**src/rtl/udl_mod_counter.sv**
```systemverilog
// udl_mod_counter: up/down/load counter with a run-time modulus (range 0..max_val).
// Wraps or saturates at the limits, flags terminal count combinationally and
// pulses wrap_pulse for one cycle after each wrapping step.
// Optional feature macro: UDL_CNT_PRESCALE_EN (inserts a PRESCALE-cycle step prescaler).
module udl_mod_counter #(
    parameter int unsigned BITS     = 4,
    parameter int unsigned PRESCALE = 4
) (
    input  logic            clk,
    input  logic            reset_n,
    input  logic            enable,
    input  logic            up,
    input  logic            load,
    input  logic [BITS-1:0] D,
    input  logic [BITS-1:0] max_val,
    input  logic            sat_mode,
    output logic [BITS-1:0] Q,
    output logic            tc,
    output logic            wrap_pulse
);

    logic [BITS-1:0] q_d, q_q;
    logic            wrap_d, wrap_q;
    logic            step_en;

`ifdef UDL_CNT_PRESCALE_EN
    localparam int unsigned PcntW = (PRESCALE > 1) ? $clog2(PRESCALE) : 1;
    localparam logic [PcntW-1:0] PcntLast = PcntW'(PRESCALE - 1);

    logic [PcntW-1:0] pcnt_d, pcnt_q;
    logic             tick;

    assign tick = enable & (pcnt_q == PcntLast);

    // Prescaler: cycles through enabled clocks, restarts its period on load
    always_comb begin
        pcnt_d = pcnt_q;
        if (load) begin
            pcnt_d = '0;
        end else if (enable) begin
            pcnt_d = (pcnt_q == PcntLast) ? '0 : pcnt_q + 1'b1;
        end
    end

    // Prescaler register
    always_ff @(posedge clk or negedge reset_n) begin
        if (!reset_n) begin
            pcnt_q <= '0;
        end else begin
            pcnt_q <= pcnt_d;
        end
    end

    assign step_en = tick & ~load;
`else
    // Keeps the prescale parameter referenced when the prescaler is compiled out
    logic unused_prescale;
    assign unused_prescale = ^PRESCALE;

    assign step_en = enable & ~load;
`endif

    // Next count and wrap flag; Q above max_val (max_val lowered) counts as at the limit
    always_comb begin
        q_d    = q_q;
        wrap_d = 1'b0;
        if (load) begin
            q_d = (D > max_val) ? max_val : D;
        end else if (step_en) begin
            if (up) begin
                if (q_q >= max_val) begin
                    if (sat_mode) begin
                        q_d = max_val;
                    end else begin
                        q_d    = '0;
                        wrap_d = 1'b1;
                    end
                end else begin
                    q_d = q_q + 1'b1;
                end
            end else begin
                if (q_q > max_val) begin
                    q_d = max_val;
                end else if (q_q == '0) begin
                    if (!sat_mode) begin
                        q_d    = max_val;
                        wrap_d = 1'b1;
                    end
                end else begin
                    q_d = q_q - 1'b1;
                end
            end
        end
    end

    // Count and wrap pulse registers
    always_ff @(posedge clk or negedge reset_n) begin
        if (!reset_n) begin
            q_q    <= '0;
            wrap_q <= 1'b0;
        end else begin
            q_q    <= q_d;
            wrap_q <= wrap_d;
        end
    end

    assign Q          = q_q;
    assign wrap_pulse = wrap_q;
    assign tc         = step_en & ((up & (q_q >= max_val)) | (~up & (q_q == '0)));

endmodule

```
**config.mk**
```make
export PLATFORM = sky130hd
export DESIGN_NAME = udl_mod_counter
export DESIGN_NICKNAME = d
export VERILOG_FILES = /design/src/rtl/udl_mod_counter.sv
export SDC_FILE = /design/constraint.sdc
export NUM_CORES = 1
export LEC_CHECK = 0
export ABC_AREA = 1
export BUFFER_PORTS_ARGS = -buffer_cell sky130_fd_sc_hd__buf_2
export CORE_UTILIZATION = 50
export DETAILED_ROUTE_END_ITERATION = 12
export PLACE_DENSITY = 0.74
export SYNTH_ARGS = -nofsm -noshare
export SYNTH_HDL_FRONTEND = slang
export SYNTH_SLANG_ARGS = --single-unit
export TNS_END_PERCENT = 10
```
**constraint.sdc**
```tcl
create_clock -name clk -period 1.9 [get_ports clk]
set_input_delay 0.095 -clock clk [delete_from_list [all_inputs] [get_ports clk]]
set_output_delay 0.095 -clock clk [all_outputs]
set_load 0.02 [all_outputs]
```
==> summary.md <==
| Metric | Value |
|---|---|
| Syn Nets | 172 |
| WL final | 2600 µm |
| Leak pwr | 0.676 nW |
| Yosys cell types | 23 |
| Worst Setup Start Kind | flop |
| DRT iter0 DRCs | 38 |
| Core Rows | 15 |
| Core area | 1730 µm² |
| FFs w/ async S/R, synth | 1.00 |
| Tot Pwr | 976 µW |
| Clock share of power | 0.139 |
| Fin nets | 203 |
| Min-delay worst type | in -> reg |
| Area delta synth->final | 26.5% |
| N_diodes | 0 |
| WL per Instance | 12.8 µm |
| Sequential cell area | 125 µm² |
| Final setup violation count | 0 |
| Drt pass-1 iters | 8 |
| Hold Violations, Final | 0 |
| Setup Skew | 0.00476 ns |
| Inserted Clock Buffers | 3 |
| FMAX | 549 MHz |
| Status | complete, but fails checks |
| Max Buffers Root-to-Sink | 2 |
| Die height | 44.8 µm |
| Post-synth top area share | 0.196 |
| Slowest cell on crit path | dfrtp_1 |
| CTS tree | yes |
| Int Power | 472 µW |
| Pre-CTS setup slack | 0.165 ns |
| Slew headroom | 0.809 |
| Avg Cell Area, Syn | 6.20 µm² |
| Setup CP Type | reg -> out |
| EDFF count, synth | 0 |
| First-pass GRT wire length | 3960 µm |
| Syn Inst Count | 148 |
| Skew-Pair Late Insertion Delay | 0.25 ns |
| WHS | 0.183 ns |
| Number of max-cap violations | 0 |
| GPL Wtd Cong | 0.923 |
| Number of global-route vias before repair | 907 |
| Most frequent cell after synthesis | nand2_1 |
| Final Slew Violations | 0 |
| Layout cell share with drive strength beyond 1 | 0.292 |
| Non-filler instance count after layout | 203 |
| Sequential fraction of the synthesis area | 0.136 |
| DIE AREA | 2010 µm² |
| Vias/cell | 5.46 |
| GRT Overall Usage | 0.274 |
| HPWL after DPL | 1960 µm |
| Initial antenna violation count | 0 |
| Fill count | 170 |
| IO buf count | 19 |
| Vias | 1109 |
| I/O pin total | 20 |
| Data arrival time of the worst path | 1.73 ns |
| CTS clock-pin slew for the worst setup and hold paths | 0.05 ns |
| Routed Antenna Nets | 0 |
| Comb power frac | 0.709 |
| Post-synth top flop | dfrtp_1 |
| Yosys reg bits | 5 |
| Tightest Pin Transition | 0.285 ns |
| Worst VDD drop | 0.453 mV |
| Setup TNS | 0 ns |
| Post-placement cell count | 196 |
| Remaining DRCs | 2 |
| CP required | 1.80 ns |
| Violated checks | design-rule violations |
| Post-route cell area | 1160 µm² |
| CTS root buf | clkbuf_4 |
| Cell area power density | 842 nW/µm² |
| CP Max Fanout | 8 |
| Multi-input logic area | 722 µm² |
| Final period utilization | 0.959 |
| CTS Sinks | 5 |
| Largest net degree at the start of global routing | 11 |
| RSZ-0062 raised after global routing | false |
| Mapped Area | 917 µm² |
| H-tree levels | 1 |
| Initial Util | 0.531 |
| Gr ovfl total | 0 |
| Psw | 504 µW |
| Top cells by count, synth | nand2_1 (48), nand3_1 (23), inv_1 (20) |
| Synth area leader | nand2_1 |
| Crit-path cells | ha_1 > nand2_1 > clkinv_2 > nand3_4 > nand3_4 > nand2_1 > a21oi_2 > buf_4 |
| Reg2reg setup slack | 0.14 ns |
| Die X | 44.8 µm |
| Final setup margin | 0.0771 ns |
| Post-layout min period | 1.82 ns |
| Reg power frac | 0.152 |
| Dominant cells by area after synthesis | nand2_1 (20%), dfrtp_1 (14%), ha_1 (14%) |
| Crit end category | output port |
| Final core occ | 0.672 |
| Placed Area | 1070 µm² |
| CP max stage delay | 0.41 ns |
| Yosys warns | 0 |
| Switching Share | 0.516 |
-- flip-flops by register name (all words and copies together) (netlist names) --
register and cells:
Q 4, wrap_pulse 1
-- what timing repair did --
item,4_1_cts,5_1_grt
hold endpoints to repair,5,0
endpoints found under the setup margin,1,1
hold buffers,1,0
pin swaps,0,1
gates resized for setup,3,1
buffers inserted,0,2
-- cell usage in the layout, fill, tap and decap left out --
cell and n:
a21oi_1 2, buf_4 7, xnor2_1 1, nand2_2 2, nor2_1 6, ha_4 2
ha_1 8, inv_2 5, nand4_1 5, clkbuf_4 3, buf_2 18, nand2_4 5
nand3_4 2, a21oi_2 4, nand3_1 23, dlygate4sd3_1 1, nor2_2 1, nand2_1 48
nand3_2 1, clkinv_1 1, o21ai_1 1, o211a_1 1, clkinv_2 1, clkbuf_1 1
a21oi_4 1, o211ai_1 1, o21ai_0 2, inv_1 20, dfrtp_1 5
-- layer usage --
| metal | global-route usage | vias to the layer above | routed length, µm |
|---|---|---|---|
| li1 | - | 540 | - |
| met1 | 0.343 | 493 | 1030 |
| met2 | 0.471 | 61 | 1270 |
| met3 | 0.0520 | 15 | 195 |
| met4 | 0.0909 | 0 | 102 |
| met5 | 0 | - | 0 |
-- path summary, 6_finish.rpt --
path	from	end	cells past startpoint
max in group asynchronous	reset_n	Q[1]$_DFFE_PN0P_	2
setup / recovery	Q[2]$_DFFE_PN0P_	tc	8
setup reg to reg	Q[2]$_DFFE_PN0P_	Q[0]$_DFFE_PN0P_	12
min in group asynchronous	reset_n	wrap_pulse$_DFF_PN0_	2
hold reg to reg	Q[0]$_DFFE_PN0P_	Q[0]$_DFFE_PN0P_	3
hold / removal	enable	Q[2]$_DFFE_PN0P_	4
-- cells by family (layout without fill, tap and decap cells) --
family,count (synthesis),in the layout,share of synthesized area
AO/OA/AOI/OAI,12,12,0.102
AND/OR/NAND/NOR,93,93,0.503
buffers and inverters,27,57,0.112
flip-flops,5,5,0.136
XOR/XNOR,1,1,0.00955
adder cells (fa/ha/maj),10,10,0.136
-- final cells by class --
| type | count | share of cell area |
|---|---|---|
| multi-input cells | 116 | 0.622 |
| repair buffers | 26 | 0.132 |
| flip-flops and latches | 5 | 0.108 |
| inverters | 27 | 0.0885 |
| well taps | 25 | 0.0270 |
| clock buffers | 4 | 0.0227 |
-- worst max-delay path, delay by kind of cell, from the launching register on --
kind	cells	cell delay (ns)
adders and majority gates	1	0.29
AOI/OAI and AO/OA	1	0.15
DFF	1	0.41
and+or+nand+nor	4	0.38
buffers and inverters	2	0.25
-- power by group through the flow --
stage               clock network (mW)  logic, mW  registers, mW
detailed placement                   0      0.641          0.144
global route                     0.144      0.756          0.151
finish                           0.136      0.692          0.149
CTS                              0.135      0.664          0.145
floorplan                            0      0.421          0.189
global placement                     0      0.626          0.143
Power figures use the tool's default switching activity.
